<file path="config.mk">
export PLATFORM = sky130hd
export DESIGN_NAME = regfile_write_scheduler
export DESIGN_NICKNAME = d
export VERILOG_FILES = /design/src/rtl/regfile_pkg.sv /design/src/rtl/regfile_write_scheduler_rr_arbiter2.sv /design/src/rtl/regfile_write_scheduler.sv
export SDC_FILE = /design/constraint.sdc
export NUM_CORES = 1
export LEC_CHECK = 0
export BUFFER_PORTS_ARGS = -buffer_cell sky130_fd_sc_hd__buf_2
export CORE_MARGIN = 2
export CORE_UTILIZATION = 50
export CTS_CLUSTER_DIAMETER = 80
export DETAILED_ROUTE_END_ITERATION = 10
export HOLD_SLACK_MARGIN = 0.08
export PLACE_DENSITY = 0.8
export SYNTH_ARGS = -nofsm -noshare
export SYNTH_HDL_FRONTEND = slang
export SYNTH_SLANG_ARGS = --single-unit
</file>
<file path="constraint.sdc">
create_clock -name clk -period 2.2 [get_ports clk]
set_clock_uncertainty 0.2 [all_clocks]
set_input_delay 0.22 -clock clk [delete_from_list [all_inputs] [get_ports clk]]
set_output_delay 0.22 -clock clk [all_outputs]
set_load 0.01 [all_outputs]
</file>
<file path="src/rtl/regfile_pkg.sv">
// Shared constants and types for the register-file write scheduler.
// Grant encoding doubles as the one-hot bit index of each requester.
package regfile_pkg;

  localparam int DATA_WIDTH = 32;
  localparam int ADDR_WIDTH = 5;
  localparam int NUM_REGS   = 32;

  localparam logic [ADDR_WIDTH-1:0] REG_ZERO = 5'd0;

  typedef enum logic {
    GRANT_ALU = 1'b0,
    GRANT_MEM = 1'b1
  } grant_e;

endpackage

</file>
<file path="src/rtl/regfile_write_scheduler_rr_arbiter2.sv">
// Two-requester round-robin arbiter with a one-hot grant.
// Bit 0 is the ALU, bit 1 is the load unit.
module rr_arbiter2
  import regfile_pkg::*;
(
  input  logic       clk,
  input  logic       rst_n,
  input  logic [1:0] req_i,
  output logic [1:0] gnt_o
);

  grant_e last_q, last_d;

  always_comb begin
    gnt_o  = 2'b00;
    last_d = last_q;
    unique case (1'b1)
      (req_i == 2'b11):
        gnt_o = (last_q == GRANT_MEM) ? 2'b01 : 2'b10;
      (req_i == 2'b01): gnt_o = 2'b01;
      (req_i == 2'b10): gnt_o = 2'b10;
      default:          gnt_o = 2'b00;
    endcase
    // A grant is always a transfer: Ready follows grant.
    if (gnt_o[0]) last_d = GRANT_ALU;
    if (gnt_o[1]) last_d = GRANT_MEM;
  end

  always_ff @(posedge clk or negedge rst_n) begin
    if (!rst_n) last_q <= GRANT_MEM;
    else        last_q <= last_d;
  end

endmodule

</file>
<file path="src/rtl/regfile_write_scheduler.sv">
// Shares the register-file write port between ALU and load writeback
// and tracks outstanding destination registers in a scoreboard.
module regfile_write_scheduler
  import regfile_pkg::*;
(
  input  logic                  clk,
  input  logic                  rst_n,
  input  logic                  AluWbValid,
  input  logic [ADDR_WIDTH-1:0] AluWbReg,
  input  logic [DATA_WIDTH-1:0] AluWbData,
  output logic                  AluWbReady,
  input  logic                  MemWbValid,
  input  logic [ADDR_WIDTH-1:0] MemWbReg,
  input  logic [DATA_WIDTH-1:0] MemWbData,
  output logic                  MemWbReady,
  input  logic                  IssueValid,
  input  logic [ADDR_WIDTH-1:0] IssueReg,
  output logic                  IssueReady,
  input  logic [ADDR_WIDTH-1:0] ReadRegister1,
  input  logic [ADDR_WIDTH-1:0] ReadRegister2,
  output logic                  Stall1,
  output logic                  Stall2,
  output logic [ADDR_WIDTH-1:0] WriteReg,
  output logic [DATA_WIDTH-1:0] WriteData,
  output logic                  RegWriteActive
);

  logic [1:0]            gnt;
  logic                  xfer;
  logic [ADDR_WIDTH-1:0] wb_reg;
  logic [DATA_WIDTH-1:0] wb_data;

  logic [ADDR_WIDTH-1:0] wreg_q, wreg_d;
  logic [DATA_WIDTH-1:0] wdata_q, wdata_d;
  logic                  wact_q, wact_d;
  logic [NUM_REGS-1:0]   pend_q, pend_d;

  rr_arbiter2 u_arb (
    .clk   (clk),
    .rst_n (rst_n),
    .req_i ({MemWbValid, AluWbValid}),
    .gnt_o (gnt)
  );

  assign AluWbReady = gnt[GRANT_ALU];
  assign MemWbReady = gnt[GRANT_MEM];
  assign xfer       = |gnt;
  assign wb_reg     = gnt[GRANT_MEM] ? MemWbReg  : AluWbReg;
  assign wb_data    = gnt[GRANT_MEM] ? MemWbData : AluWbData;

  assign IssueReady = !pend_q[IssueReg];
  assign Stall1     = pend_q[ReadRegister1];
  assign Stall2     = pend_q[ReadRegister2];

  always_comb begin
    wreg_d  = wreg_q;
    wdata_d = wdata_q;
    wact_d  = 1'b0;
    pend_d  = pend_q;
    // R0 writes are accepted but swallowed here.
    if (xfer && wb_reg != REG_ZERO) begin
      wreg_d  = wb_reg;
      wdata_d = wb_data;
      wact_d  = 1'b1;
    end
    if (xfer) pend_d[wb_reg] = 1'b0;
    if (IssueValid && IssueReady && IssueReg != REG_ZERO)
      pend_d[IssueReg] = 1'b1;
  end

  always_ff @(posedge clk or negedge rst_n) begin
    if (!rst_n) begin
      wreg_q  <= '0;
      wdata_q <= '0;
      wact_q  <= 1'b0;
      pend_q  <= '0;
    end else begin
      wreg_q  <= wreg_d;
      wdata_q <= wdata_d;
      wact_q  <= wact_d;
      pend_q  <= pend_d;
    end
  end

  assign WriteReg       = wreg_q;
  assign WriteData      = wdata_q;
  assign RegWriteActive = wact_q;

endmodule

</file>
==> run metrics <==
outcome finished with violations; failing checks negative setup slack; horizontal die dimension 93.5 µm; Hold WC Path Type primary input to flop; Pint approximately 3.0 mW; Post-synth EDFFs 0; worst-path maximum fanout 4; Final ANT Viol Nets 0; clk slew on worst S/H paths 0.07 ns; Final Hold Slack ~0.11 ns; Tot Pwr 4.62 mW; commonest non-fill, non-tap cells in the layout buf_2 (136), nor2_1 (84), dlygate4sd3_1 (73); sequential share of power 40.8%; RSZ-0062 raised after global routing yes; first-pass GRT wire length 25200 µm; min Tclk post-route 2.21 ns; Seq/Total Area, Yosys between 40 and 50%; Skew-Pair Late Insertion Delay roughly 0.35 ns; gp weighted congestion 1.01; worst path cell trace mux4_2 > mux2i_1 > o22ai_1 > nor2_1 > buf_2; total CTS buffers 9; total core area 7730 µm²; Detailed Place HPWL about 8600 µm; Via density between 6 and 7; clock share of power 23.3%; die footprint 8730 µm²; pre-CTS setup slack 0.0742 ns; DR vias 4780; area fraction of the dominant cell type after synthesis a little over two fifths; WP data required 1.78 ns; total net switching power 1.66 mW; Die Ht roughly 93 µm; vias in the first global route 4862; Congestion Overflow GR 0; initial core utilization between 50% and 60%; average routed wire per standard cell ~21 µm; worst stage delay on the critical path 0.50 ns; Rows 32; hold_sp IssueReg[3]; R2R Path Start u_arb.last_q; Pre-Repair DR Iteration Count 5; Mapped Area 4000 µm²; initial antenna violation count 0; largest net degree at the start of global routing 72; crit path DAT between 1.5 and 2 ns; layout cell share with drive strength beyond 1 30.7%; H-Tree Depth 3; max-slew violation count 0; drt total wl 16300 µm; Crit Path Category flop to output port; Slew HR 67.7%; ys flop type dfrtp_1; Net count, final 750; logic gate share of total power 35.9%; clk buf depth 2; highest clock rate around 450 MHz; pwr dens 783 nW/µm²; Clock Sinks 71; Final Hold Fails 0; Sw Ratio 35.9%; top cell type by total area after synthesis dfrtp_1; Port Buf Inserts 136; total track usage 37.8%; num ports 137; leakage 2.72 nW; worst setup margin -0.0129 ns; syn_area_per_cell 9.31 µm²; worst-margin pin slew between 0.4 and 0.5 ns; CTS tree yes; #FFs+latches synth ~70; VDD IR max 0.000430 V; Post-Syn Instances 430; MaxCap Viol Count 0; FFs w/ async S/R, synth 100%; CP endpoint kind output port; top post-synthesis cells by area dfrtp_1 (44%), mux2i_1 (9.0%), nor2_1 (7.9%), o22ai_1 (6.6%), o21ai_0 (5.4%); clock root cell clkbuf_8; # setup viols final 1; number of remaining DRC errors 0; most common cell after layout, fill and taps aside buf_2; CP Launch Type flop; Synth cell types 49; area grow syn2layout 47.3%; Detailed Route Iter0 Violations around 450; Synth Warn # 0; Crit. Startpoint pend_q[7]; Syn Nets around 520; Slowest cell on crit path mux4_2; antenna diode count 0; Final period util 101%
[critical path: cells and delay by family, from the launching register on]
family	cells	cell delay [ns]
mux	2	0.68
buf+inv	1	0.14
simple gates	1	0.10
compound gates	1	0.11
flops	1	0.43
[state kept, by name, summed over array words and instances, names as in the netlist]
register and cells:
RegWriteActive 1, WriteData 32, WriteReg 5, pend_q 32, u_arb.last_q 1
[power groups by stage]
stage,clock [mW],combinational [mW],sequential [mW]
2_1_floorplan,0,0.760,1.89
3_3_place_gp,0,1.21,1.89
3_5_place_dp,0,1.26,1.92
4_1_cts,1.06,1.53,1.85
5_1_grt,1.13,1.77,1.91
6_report,1.08,1.66,1.89
[area by class of cell]
| cell class | count | area (µm²) |
|---|---|---|
| timing repair buffer | 236 | 1640 |
| inverter | 18 | 67.6 |
| sequential | 71 | 1780 |
| fill | 474 | 1830 |
| multi-input combinational | 320 | 2080 |
| clock buffer | 11 | 141 |
| clock inverter | 5 | 56.3 |
| tap | 102 | 128 |
[cells by family after synthesis]
kind of cell / count (synthesis) / synth area share (%)
DFF: 71 / 44.4
and+or+nand+nor: 151 / 17.1
AOI/OAI and AO/OA: 123 / 20.0
muxes: 46 / 14.1
buffers and inverters: 39 / 4.47
[synthesized netlist by cell type (2+ instances only)]
cell / number
buf_2: 8
nand2b_1: 8
o211ai_1: 4
o21ai_0: 43
inv_1: 18
nand3_1: 10
dfrtp_1: 70
buf_4: 4
mux4_2: 8
nand2_1: 22
o22ai_1: 42
or3_1: 2
a31oi_1: 2
clkbuf_1: 8
a22oi_1: 6
o2111ai_1: 2
a311oi_1: 4
nor2_1: 84
mux2_2: 2
nor3_1: 3
nor3b_1: 2
and2_1: 2
nor2b_1: 4
a41oi_1: 2
or2_2: 2
a21oi_1: 4
mux2i_1: 36
a22o_1: 4
and3_1: 3
nand4_1: 2
[layer usage]
layer / part of all wire (%) / track usage [%] / up-vias / routed length (µm)
met5: 0 / 0 / - / 0
met4: 4.3 / 19.5 / 0 / 701
met3: 11 / 10.1 / 63 / 1830
met2: 46 / 59.4 / 421 / 7570
met1: 38 / 48.0 / 2274 / 6230
li1: - / - / 2022 / -
[stage by stage]
stage	cells	setup TNS (ns)	util [%]	area (µm²)
6_report	763	-0.0129	76.3	5900
5_1_grt	763	-0.0640	76.3	5900
4_1_cts	761	0	75.6	5840
3_5_place_dp	659	0	62.3	4810
3_3_place_gp	659	0	62.3	4810
2_1_floorplan	430	0	-	4000
[path summary, 6_finish.rpt]
| kind | to | slack [ns] | cells past startpoint |
|---|---|---|---|
| max | IssueReady | -0.01 | 5 |
| min | pend_q[2] | 0.11 | 3 |
| max reg2reg | pend_q[15] | 0.03 | 6 |
| min reg2reg | WriteData[17] | 0.30 | 2 |
| max in group asynchronous | u_arb.last_q | 1.22 | 3 |
| min in group asynchronous | WriteData[9] | 0.24 | 3 |
[repair_timing]
| item | 4_1_cts | 5_1_grt |
|---|---|---|
| endpoints found under the setup margin | 1 | 33 |
| gates resized for setup | 1 | 8 |
| hold endpoints to repair | 108 | 0 |
| pin swaps | 1 | 2 |
| hold buffers | 73 | 0 |
| setup buffers | 13 | 2 |
(Power assumes the default switching activity.)
